$ cat src/rtl/sensor_debouncer.sv
// Per-channel input conditioner: 2-flop synchroniser followed by a counter-based
// debouncer that emits registered clean levels and one-cycle rise/fall pulses.
module sensor_debouncer #(
    parameter int WIDTH         = 4,
    parameter int STABLE_CYCLES = 1000
) (
    input  logic             clock,
    input  logic             reset,
    input  logic             enable,
    input  logic [WIDTH-1:0] raw,
    output logic [WIDTH-1:0] clean,
    output logic [WIDTH-1:0] rise,
    output logic [WIDTH-1:0] fall,
    output logic             changed,
    output logic             busy
);

    localparam int CNT_W = $clog2(STABLE_CYCLES + 1);
    localparam logic [CNT_W-1:0] CNT_ZERO = {CNT_W{1'b0}};
    localparam logic [CNT_W-1:0] CNT_ONE  = CNT_W'(1);
    localparam logic [CNT_W-1:0] CNT_LAST = CNT_W'(STABLE_CYCLES - 1);

    logic [WIDTH-1:0] sync1_r;
    logic [WIDTH-1:0] sync2_r;
    logic [WIDTH-1:0] clean_r;
    logic [WIDTH-1:0] rise_r;
    logic [WIDTH-1:0] fall_r;
    logic             changed_r;
    logic [CNT_W-1:0] cnt_r      [WIDTH];

    logic [CNT_W-1:0] cnt_next_s [WIDTH];
    logic [WIDTH-1:0] clean_next_s;
    logic [WIDTH-1:0] rise_next_s;
    logic [WIDTH-1:0] fall_next_s;
    logic             busy_s;

    // Next-state per channel; a zero count is the STABLE state, anything else is COUNTING.
    // With STABLE_CYCLES==1 the last count is zero, so a mismatch is accepted at once.
    always_comb begin
        for (int i = 0; i < WIDTH; i++) begin
            cnt_next_s[i]   = CNT_ZERO;
            clean_next_s[i] = clean_r[i];
            rise_next_s[i]  = 1'b0;
            fall_next_s[i]  = 1'b0;
            if (!enable) begin
                cnt_next_s[i] = CNT_ZERO;
            end else if (sync2_r[i] == clean_r[i]) begin
                cnt_next_s[i] = CNT_ZERO;
            end else if (cnt_r[i] == CNT_LAST) begin
                cnt_next_s[i]   = CNT_ZERO;
                clean_next_s[i] = sync2_r[i];
                rise_next_s[i]  = sync2_r[i];
                fall_next_s[i]  = ~sync2_r[i];
            end else begin
                cnt_next_s[i] = cnt_r[i] + CNT_ONE;
            end
        end
    end

    // Any channel mid-count keeps the block busy.
    always_comb begin
        busy_s = 1'b0;
        for (int i = 0; i < WIDTH; i++) begin
            if (cnt_r[i] != CNT_ZERO) begin
                busy_s = 1'b1;
            end else begin
                busy_s = busy_s;
            end
        end
    end

    // Synchroniser, counters and registered outputs.
    always_ff @(posedge clock) begin
        if (!reset) begin
            sync1_r   <= {WIDTH{1'b0}};
            sync2_r   <= {WIDTH{1'b0}};
            clean_r   <= {WIDTH{1'b0}};
            rise_r    <= {WIDTH{1'b0}};
            fall_r    <= {WIDTH{1'b0}};
            changed_r <= 1'b0;
            for (int i = 0; i < WIDTH; i++) begin
                cnt_r[i] <= CNT_ZERO;
            end
        end else begin
            sync1_r   <= raw;
            sync2_r   <= sync1_r;
            clean_r   <= clean_next_s;
            rise_r    <= rise_next_s;
            fall_r    <= fall_next_s;
            changed_r <= |(rise_next_s | fall_next_s);
            for (int i = 0; i < WIDTH; i++) begin
                cnt_r[i] <= cnt_next_s[i];
            end
        end
    end

    assign clean   = clean_r;
    assign rise    = rise_r;
    assign fall    = fall_r;
    assign changed = changed_r;
    assign busy    = busy_s;

endmodule
$ cat config.mk
export PLATFORM = sky130hd
export DESIGN_NAME = sensor_debouncer
export DESIGN_NICKNAME = d
export VERILOG_FILES = /design/src/rtl/sensor_debouncer.sv
export SDC_FILE = /design/constraint.sdc
export NUM_CORES = 1
export LEC_CHECK = 0
export ABC_AREA = 1
export BUFFER_PORTS_ARGS = -buffer_cell sky130_fd_sc_hd__buf_2
export CAP_MARGIN = 20
export CORE_MARGIN = 3
export CORE_UTILIZATION = 35
export DETAILED_ROUTE_END_ITERATION = 8
export PLACE_DENSITY_LB_ADDON = 0.15
export SYNTH_ARGS = -nofsm -noshare
export SYNTH_HDL_FRONTEND = slang
export SYNTH_SLANG_ARGS = --single-unit
$ cat constraint.sdc
create_clock -name clock -period 1.2 [get_ports clock]
set_clock_uncertainty 0.1 [all_clocks]
set_input_delay 0.06 -clock clock [delete_from_list [all_inputs] [get_ports clock]]
set_output_delay 0.06 -clock clock [all_outputs]
set_load 0.02 [all_outputs]
Yosys cells after proc, flatten, opt, wreduce, memory -nomap -nowiden
Memories as Yosys holds them, arrays and structs flattened.
Index checks and enable logic that the tools add are counted.
W data, S select, Z words.
{ "totals": {"elab_cells": 90, "mem_count": 1, "latch_bits": 0, "mem_bits_rw": 40, "reg_bits": 21, "rom_bits": 0} }
{ "classes": {"n_shift": 0, "n_reduce_logical": 9, "mux": 46, "n_bitwise": 13, "div": 0, "add_sub_neg": 4, "eq_ne": 8, "n_lt_le_gt_ge": 0, "mul": 0} }
{ "memory_table": {"columns": ["name", "words", "width", "read_ports", "rd_ports_with_merged_regs", "wr", "line", "text"], "rows": [
  ["cnt_r", 4, 10, 4, 0, 4, "29", "logic [CNT_W-1:0] cnt_r [WIDTH];"]
]} }
{ "ops": {"columns": ["cell", "n"], "rows": [
  ["$mux W10", 16],
  ["$add A10 B1 Y10 const B", 4],
  ["$eq A10 B10 Y1 const B", 4],
  ["$reduce_bool A10 Y1", 4],
  ["$mux W1", 30],
  ["$reduce_and A3 Y1", 4],
  ["$not A1 Y1", 8],
  ["$eq A1 B1 Y1", 4],
  ["$or A1 B1 Y1", 4],
  ["$or A4 B4 Y4", 1],
  ["$reduce_or A4 Y1", 1]
]} }

Longest topological paths before layout
Gate-level depths: netlist of run 1.
{ "logic_depth": {"word_depth": 6, "depth_mapped": 8} }

Least setup slack after synthesis of run 1
No wires, ideal clock.
{ "synth_timing": {"path_kind": "reg-to-reg", "from": "mem cnt_r[2][0] (netlist name)", "to": "mem cnt_r[2][5] (netlist name)", "n_path_buf": 0, "path_slack_ns": -0.077, "path_stages_with_launch": 7, "setup_ns": 0.130, "t_arrival_ns": 1.048, "path_cell_list": "dfxtp_1 -> ha_1 -> nand2_1 -> nor2_1 -> nand2_1 -> nand2_4 -> nor3_1"} }
{ "synth_lines": {"columns": ["item", "line"], "rows": [
  ["from (decl)", "29"]
]} }

==> impl_metrics.env, run 1 <==
export IMPL_crit_path_cell_trace="nor2_1 -> nand3_1 -> nor3_1 -> nand3_1 -> buf_2"
export IMPL_syn_to_final_growth_pct=50.7
export IMPL_layout_drive_gt1_share_pct=42.8
export IMPL_grt_setup_unrepaired="yes"
export IMPL_die_x_um=94.5
export IMPL_synth_area_sq_um=2740
export IMPL_worst_slack_ps=-466
export IMPL_crit_path_frequent_cell="nand3_1"
export IMPL_fin_crit_ps=1670
export IMPL_seq_area_frac_synth_pct=44.5
export IMPL_outcome="finished, violations left"
export IMPL_maxSlewViolCount=0
export IMPL_htreeDepth=3
export IMPL_worstSkewPairLatency_ps=340
export IMPL_grt_pass1_vias=2400
export IMPL_ant_nets=0
export IMPL_io_buffers=20
export IMPL_cts_root_buf="clkbuf_8"
export IMPL_ys_ff_latch=61
export IMPL_viasPerCell=4.49
export IMPL_critPathRequiredTime_ps=1040
export IMPL_synth_cells=368
export IMPL_syn_mean_instance_area_sq_um=7.45
export IMPL_track_usage_pct=16.4
export IMPL_crit_path_top_delay_cell="dfxtp_1"
export IMPL_post_drt_wl_per_cell_um=11.9
export IMPL_fp_dieArea_sq_um=8930
export IMPL_hold_violations=0
export IMPL_min_path_type="primary input to flop"
export IMPL_tightestPinTransition_ps=400
export IMPL_violations="setup timing"
export IMPL_crit_buf_inv=1
export IMPL_drc=0
export IMPL_p_per_area_nw_per_um2=917
export IMPL_crit_arrival_ps=1510
export IMPL_cts_buffer_depth=2
export IMPL_fillerInstances=681
export IMPL_period_share_pct=139
export IMPL_slew_headroom_pct=73.2
export IMPL_synth_fp_nets=383
export IMPL_antenna_found_initial=0
export IMPL_crit_family="simple AND/OR/NAND/NOR gates"
export IMPL_dr_first_iter_drc_count=88
export IMPL_drt_pass1_iterations=4
export IMPL_cts_buffers=9
export IMPL_rows=31
export IMPL_fmax_mhz=600
export IMPL_routed_wirelength_mm=6.74
export IMPL_detailedPlace_worstSlack_ps=-224
export IMPL_yosysWarningCount=0
export IMPL_tns_ps=-4520
export IMPL_start_util_pct=37.0
export IMPL_ioPinCount=21
export IMPL_grt_pass1_wl_mm=11.4
export IMPL_multi_input_area_sq_um=1740
export IMPL_cp_end_kind="output pin"
export IMPL_leakage_nw=1.75
export IMPL_core_sq_um=7410
export IMPL_setup_viol=53
export IMPL_fp_dieH_um=94.5
export IMPL_grt_max_degree=15
export IMPL_ir_worst_vdd_v=0.000800
export IMPL_post_dp_hpwl_mm=4.55
export IMPL_cp_start_kind="flop"
export IMPL_clock_sinks=61
export IMPL_critPathKind="flop to output pin"
export IMPL_path_max_fanout=4
export IMPL_vias=2552
export IMPL_clkTransAtPathRegs_ps=70
export IMPL_seq_area_sq_um=1240
export IMPL_overflow=0
export IMPL_antennaDiodeCount=0
export IMPL_cts_tree="yes"
export IMPL_place_congestion=0.770
export IMPL_slowest_delay_ps=380
export IMPL_nets=480
export IMPL_ys_types=31
export IMPL_cap_violations=0
[cell type report]
| type | instances | area share (%) |
|---|---|---|
| multi-input cells | 250 | 42.2 |
| flip-flops and latches | 61 | 30.1 |
| repair buffers | 85 | 15.1 |
| inverters | 58 | 5.39 |
| clock buffers | 9 | 3.00 |
| well taps | 99 | 3.00 |
| clock inverters | 7 | 1.24 |
[cells in the final DEF, fill, tap and decap left out, types with 3 or more instances in the layout]
cell type | netlist | final
buf_6 | 1 | 6
nand2_1 | 73 | 60
a21oi_1 | 14 | 9
dlygate4sd3_1 | 0 | 5
inv_2 | 1 | 3
nor3_4 | 2 | 4
buf_2 | 0 | 20
ha_1 | 8 | 4
nand3_1 | 27 | 17
xor2_1 | 10 | 10
nor3_1 | 15 | 4
inv_1 | 56 | 54
dfxtp_2 | 0 | 13
nor3_2 | 4 | 13
a21oi_2 | 0 | 5
ha_4 | 0 | 3
dfxtp_1 | 61 | 46
nand2_4 | 1 | 9
clkbuf_8 | 0 | 9
nor2_1 | 64 | 46
buf_4 | 1 | 54
nand2_2 | 2 | 8
o21ai_1 | 2 | 5
nand4_1 | 5 | 5
nand3_2 | 5 | 9
nor2_2 | 2 | 9
nand3_4 | 0 | 8
nor2_4 | 1 | 12
[Yosys cell counts (all sizes together)]
master,instances,area [sq um]
nor3b,3,32.5
nand3,32,185
nand4,5,31.3
o31ai,1,7.51
o21ai,5,25.0
nor2,67,264
nand3b,1,7.51
xor2,10,87.6
inv,58,223
a21oi,14,70.1
clkbuf,1,3.75
nor3,21,148
buf,2,18.8
nand2,76,298
or2,2,12.5
dfxtp,61,1220
ha,8,100
nor4,1,6.26
[stage by stage]
step                instance area, sq um  std cells  hold slack, ps  util [%]  power (mW)
finish                              4130        569            67.9      55.8        3.79
floorplan                           2790        368            57.6         -        2.15
CTS                                 4020        567            48.6      54.2        3.85
global route                        4130        569            68.2      55.8        3.96
detailed placement                  3400        539             146      45.9        2.19
global placement                    3400        539             139      45.9        2.19
[power breakdown]
group,switching [mW],total (mW),internal [mW]
Sequential,0.00913,2.04,2.03
Combinational,0.0804,0.136,0.0551
Clock,0.857,1.61,0.753
[final timing paths]
path | start | endpoint | slack (ps) | depth (start not counted)
worst min-delay path | reset | cnt_r[3][0] | 70 | 5
worst max register to register | cnt_r[0][0] | cnt_r[0][8] | -170 | 8
worst min register to register | sync1_r[1] | sync2_r[1] | 320 | 2
worst max-delay path | cnt_r[3][9] | busy | -470 | 5
[kinds of logic (layout without fill, tap and decap cells)]
logic type	count (synthesis)	after routing	share of synthesized area, %
and+or+nand+nor	208	212	35.9
DFF	61	61	44.5
buffers and inverters	61	159	8.95
AOI/OAI and AO/OA	20	20	3.74
xor gates and xnor gates	10	10	3.19
adders and majority gates	8	8	3.65
[flip-flops by register name, indices dropped and copies added (netlist names)]
register,flops
cnt_r,40
clean,4
fall,4
rise,4
sync1_r,4
sync2_r,4
changed,1
[repair_timing]
| action | 4_1_cts | 5_1_grt |
|---|---|---|
| pin swaps | 20 | 23 |
| gates cloned | 4 | 0 |
| endpoints found under the hold margin | 8 | 0 |
| setup endpoints to repair | 54 | 54 |
| hold buffers | 5 | 0 |
| buffers inserted | 3 | 3 |
| gates resized for setup | 80 | 28 |
[routing by layer]
layer  global-route usage [%]  part of all wire [%]  vias to the layer above
li1                         -                     -                     1350
met1                     20.9                    47                     1149
met2                     26.0                    47                       39
met3                     4.14                   3.3                       14
met4                     7.81                   3.1                        0
met5                        0                     0                        -
[worst min-delay path: cells and delay by family]
kind	cells	cell delay, ps
buffers and inverters	2	230
AND/OR/NAND/NOR	3	190
Note: power is estimated with default switching activity, not from simulation.
==> run 2: changes to the inputs <==
==> constraint.sdc (replaced) <==
create_clock -name clock -period 1.4 [get_ports clock]
set_clock_uncertainty 0.1 [all_clocks]
set_input_delay 0.07 -clock clock [delete_from_list [all_inputs] [get_ports clock]]
set_output_delay 0.07 -clock clock [all_outputs]
set_load 0.02 [all_outputs]
==> impl_metrics.env, run 2 (synthesis results as in run 1) <==
export IMPL_outcome="finished, violations left"
export IMPL_violations="setup timing"
export IMPL_fp_dieH_um=94.5
export IMPL_ioPinCount=21
export IMPL_cap_violations=0
export IMPL_routed_wirelength_mm=6.15
export IMPL_fp_dieArea_sq_um=8930
export IMPL_crit_path_top_delay_cell="dfxtp_2"
export IMPL_htreeDepth=3
export IMPL_hold_violations=0
export IMPL_place_congestion=0.807
export IMPL_grt_pass1_vias=2259
export IMPL_detailedPlace_worstSlack_ps=-68.2
export IMPL_slowest_delay_ps=330
export IMPL_start_util_pct=37.0
export IMPL_tightestPinTransition_ps=330
export IMPL_cts_tree="yes"
export IMPL_ir_worst_vdd_v=0.000476
export IMPL_io_buffers=20
export IMPL_nets=447
export IMPL_setup_viol=7
export IMPL_ant_nets=0
export IMPL_grt_max_degree=19
export IMPL_crit_path_frequent_cell="buf_6"
export IMPL_post_drt_wl_per_cell_um=11.5
export IMPL_post_dp_hpwl_mm=4.25
export IMPL_vias=2423
export IMPL_holdWs_ps=117
export IMPL_cp_start_kind="flop"
export IMPL_clkTransAtPathRegs_ps=80
export IMPL_viasPerCell=4.52
export IMPL_antennaDiodeCount=0
export IMPL_p_per_area_nw_per_um2=930
export IMPL_cts_buffer_depth=2
export IMPL_drt_pass1_iterations=5
export IMPL_track_usage_pct=14.4
export IMPL_antenna_found_initial=0
export IMPL_cts_buffers=9
export IMPL_crit_buf_inv=3
export IMPL_layout_drive_gt1_share_pct=31.6
export IMPL_crit_path_cell_trace="buf_6 -> inv_2 -> ha_2 -> nand3b_1 -> nor3_2 -> nand3_1 -> buf_6"
export IMPL_syn_to_final_growth_pct=34.6
export IMPL_worst_slack_ps=-312
export IMPL_crit_arrival_ps=1540
export IMPL_core_sq_um=7410
export IMPL_critPathRequiredTime_ps=1230
export IMPL_clock_sinks=61
export IMPL_slew_headroom_pct=77.8
export IMPL_path_max_fanout=2
export IMPL_regMostFlops="cnt_r"
export IMPL_rows=31
export IMPL_largest_reg_flops=40
export IMPL_fmax_mhz=584
export IMPL_drc=0
export IMPL_cp_end_kind="output pin"
export IMPL_overflow=0
export IMPL_period_share_pct=122
export IMPL_crit_family="simple AND/OR/NAND/NOR gates"
export IMPL_die_x_um=94.5
export IMPL_grt_setup_unrepaired="yes"
export IMPL_final_cell_mix="nand2_1, nor2_1, inv_1"
export IMPL_dr_first_iter_drc_count=79
export IMPL_fin_crit_ps=1710
export IMPL_cts_root_buf="clkbuf_8"
export IMPL_min_path_type="primary input to flop"
export IMPL_critPathKind="flop to output pin"
export IMPL_grt_pass1_wl_mm=9.97
export IMPL_maxSlewViolCount=0
export IMPL_worstSkewPairLatency_ps=340
export IMPL_leakage_nw=1.55
export IMPL_final_common_cell="nand2_1"
run 2: cell count changes in the layout (fill, tap and decap cells not counted), sizes merged:
cell / change
buf: -32
bufinv: +1
clkinvlp: -1
nand2: -1
run 2: path summary, 6_finish.rpt:
kind                from          end  slack [ps]  depth (start not counted)
max          cnt_r[3][1]         busy        -310                          7
min reg2reg   sync1_r[0]   sync2_r[0]         320                          2
max reg2reg  cnt_r[3][0]  cnt_r[3][4]         -60                          8
min               enable  cnt_r[0][1]         120                          5
run 2: cell type report:
| class | count | area, sq um |
|---|---|---|
| Fill cell | 748 | 3720 |
| Clock buffer | 9 | 124 |
| Clock inverter | 7 | 73.8 |
| Sequential cell | 61 | 1240 |
| Inverter | 58 | 223 |
| Multi-Input combinational cell | 249 | 1530 |
| Timing Repair Buffer | 53 | 382 |
| Tap cell | 99 | 124 |
run 2: timing repair:
item / CTS / global route
gates resized for setup: 14 / 61
setup buffers: 1 / 6
gates cloned: 0 / 3
pin swaps: 4 / 14
endpoints found under the hold margin: 8 / 0
hold buffers: 5 / 0
setup endpoints to repair: 14 / 53
run 2: report_power, final:
part / internal (mW) / total [mW] / switching (mW)
clock: 0.827 / 1.57 / 0.743
combinational: 0.0452 / 0.107 / 0.0621
sequential: 1.75 / 1.75 / 0.00779
run 2: metrics by stage:
step | utilization [%] | setup TNS, ps | cells | total power [mW] | instance area [sq um]
after floorplan | - | 0 | 368 | 1.84 | 2740
after global placement | 42.0 | -92.5 | 506 | 1.87 | 3110
after detailed placement | 42.0 | -68.2 | 506 | 1.87 | 3110
after CTS | 45.9 | -352 | 527 | 3.46 | 3400
after global routing | 49.8 | -1880 | 536 | 3.57 | 3690
final | 49.8 | -457 | 536 | 3.43 | 3690
run 2: layer usage:
| layer | track usage, % | part of all wire (%) | wire length [um] | vias up |
|---|---|---|---|---|
| met5 | 0 | 0 | 0 | - |
| met4 | 6.37 | 1.5 | 90 | 0 |
| met3 | 4.70 | 4.0 | 243 | 9 |
| met2 | 22.3 | 46 | 2850 | 35 |
| met1 | 18.2 | 48 | 2960 | 1093 |
| li1 | - | - | - | 1286 |
run 2: tightest hold or removal path: stages:
cell	delay, ps
buf_2	130
nand2_1	110
nor2_4	60
nand3_4	110
nor2_1	40
==> run 3: changes to the inputs <==
--- a/config.mk
+++ b/config.mk
@@ -10,8 +10,8 @@
 export CAP_MARGIN = 20
 export CORE_MARGIN = 3
 export CORE_UTILIZATION = 35
+export CTS_BUF_LIST = sky130_fd_sc_hd__clkbuf_4 sky130_fd_sc_hd__clkbuf_8 sky130_fd_sc_hd__clkbuf_16
 export DETAILED_ROUTE_END_ITERATION = 8
-export PLACE_DENSITY_LB_ADDON = 0.15
 export SYNTH_ARGS = -nofsm -noshare
 export SYNTH_HDL_FRONTEND = slang
 export SYNTH_SLANG_ARGS = --single-unit
==> impl_metrics.env, run 3 (synthesis results as in run 1) <==
export IMPL_outcome="finished, violations left"
export IMPL_violations="setup timing"
export IMPL_leakage_nw=1.44
export IMPL_ant_nets=0
export IMPL_min_path_type="primary input to flop"
export IMPL_final_common_cell="nand2_1"
export IMPL_pwr_share_comb_pct=2.9
export IMPL_tns_ps=-649
export IMPL_post_dp_hpwl_mm=4.08
export IMPL_grt_max_degree=13
export IMPL_cp_end_kind="output pin"
export IMPL_io_buffers=20
export IMPL_rows=31
export IMPL_slowest_delay_ps=330
export IMPL_path_max_fanout=2
export IMPL_cap_violations=0
export IMPL_track_usage_pct=13.6
export IMPL_post_drt_wl_per_cell_um=10.9
export IMPL_hold_violations=0
export IMPL_final_cell_mix="nand2_1, nor2_1, dfxtp_1"
export IMPL_die_x_um=94.5
export IMPL_drt_pass1_iterations=4
export IMPL_p_clk_share_pct=45.7
export IMPL_fmax_mhz=601
export IMPL_crit_family="simple AND/OR/NAND/NOR gates"
export IMPL_vias=2371
export IMPL_fin_crit_ps=1660
export IMPL_crit_arrival_ps=1490
export IMPL_grt_setup_unrepaired="yes"
export IMPL_regMostFlops="cnt_r"
export IMPL_ioPinCount=21
export IMPL_crit_buf_inv=3
export IMPL_syn_to_final_growth_pct=27.1
export IMPL_grt_pass1_vias=2209
export IMPL_clock_sinks=61
export IMPL_dpl_cell_count=495
export IMPL_start_util_pct=37.0
export IMPL_crit_path_cell_trace="buf_6 -> inv_4 -> ha_4 -> nand3b_1 -> nor3_2 -> nand3_1 -> buf_6"
export IMPL_antenna_found_initial=0
export IMPL_cts_root_buf="clkbuf_8"
export IMPL_drc=0
export IMPL_maxSlewViolCount=0
export IMPL_cts_tree="yes"
export IMPL_core_sq_um=7410
export IMPL_p_per_area_nw_per_um2=980
export IMPL_nets=433
export IMPL_layout_drive_gt1_share_pct=24.1
export IMPL_dr_first_iter_drc_count=142
export IMPL_crit_path_top_delay_cell="dfxtp_2"
export IMPL_fp_dieArea_sq_um=8930
export IMPL_critPathKind="flop to output pin"
export IMPL_ir_worst_vdd_v=0.000563
export IMPL_htreeDepth=3
export IMPL_p_seq_share_pct=51.4
export IMPL_overflow=0
export IMPL_crit_path_frequent_cell="buf_6"
export IMPL_finalPower_mw=3.41
export IMPL_cp_start_kind="flop"
export IMPL_place_congestion=0.822
export IMPL_cts_buffer_depth=2
export IMPL_period_share_pct=119
export IMPL_fillerInstances=744
export IMPL_tightestPinTransition_ps=360
export IMPL_grt_pass1_wl_mm=9.51
export IMPL_swShare_pct=23.4
export IMPL_slew_headroom_pct=75.8
export IMPL_clkTransAtPathRegs_ps=70
export IMPL_seq_area_sq_um=1230
export IMPL_routed_wirelength_mm=5.71
export IMPL_setup_viol=7
export IMPL_largest_reg_flops=40
export IMPL_critPathRequiredTime_ps=1230
export IMPL_worst_slack_ps=-264
export IMPL_multi_input_area_sq_um=1430
export IMPL_fp_dieH_um=94.5
export IMPL_instances_no_fill=522
export IMPL_antennaDiodeCount=0
export IMPL_worstSkewPairLatency_ps=340
export IMPL_p_switching_mw=0.801
export IMPL_viasPerCell=4.54
export IMPL_cts_buffers=9
export IMPL_p_int_mw=2.61
==> run 3: power by group through the flow <==
stage                     Combinational (mW)  Clock [mW]  Sequential, mW
after floorplan                       0.0508           0            1.79
after global placement                0.0770           0            1.79
after detailed placement              0.0783           0            1.80
after CTS                             0.0964        1.60            1.75
after global routing                   0.111        1.68            1.76
final                                 0.0992        1.56            1.75
==> run 3: routing by layer <==
metal / routed length [um] / global-route usage [%] / share of wire [%]
met1: 2680 / 16.5 / 47
met2: 2710 / 22.5 / 47
met3: 208 / 2.71 / 3.6
met4: 116 / 7.69 / 2.0
met5: 0 / 0 / 0
==> run 3: worst paths after layout <==
kind / cells after the start / slack, ps / from / to
setup / recovery: 7 / -260 / cnt_r[3][1] / busy
hold reg to reg: 2 / 320 / sync1_r[1] / sync2_r[1]
setup reg to reg: 6 / -110 / cnt_r[3][0] / clean[3]
hold / removal: 5 / 100 / enable / cnt_r[2][9]
==> run 3: tightest hold or removal path, delay by kind of cell <==
family / cells / cell delay [ps]
AND/OR/NAND/NOR: 4 / 290
buffers and inverters: 1 / 140
==> run 3: per-stage QoR <==
| step | setup WS [ps] | area (sq um) | hold WS, ps | util, % |
|---|---|---|---|---|
| final | -264 | 3480 | 96.1 | 47.0 |
| after global routing | -372 | 3480 | 149 | 47.0 |
| after CTS | -336 | 3350 | 86.4 | 45.2 |
| after detailed placement | -1.15 | 3030 | 156 | 40.8 |
| after global placement | 23.9 | 3030 | 154 | 40.8 |
| after floorplan | 123 | 2740 | 67.6 | - |
==> run 3: area by class of cell <==
type,count,share of cell area (%)
clock inverters,7,2.16
flip-flops and latches,61,35.2
clock buffers,9,3.56
well taps,99,3.56
multi-input cells,248,41.1
inverters,58,6.47
repair buffers,40,7.94
==> run 3: what timing repair did <==
action                                  CTS  global route
cloned                                    1             1
hold endpoints to repair                  8             0
endpoints found under the setup margin   14            54
pin swaps                                 2            10
resized for setup                        13            30
setup buffers                             2             2
hold buffers                              5             0
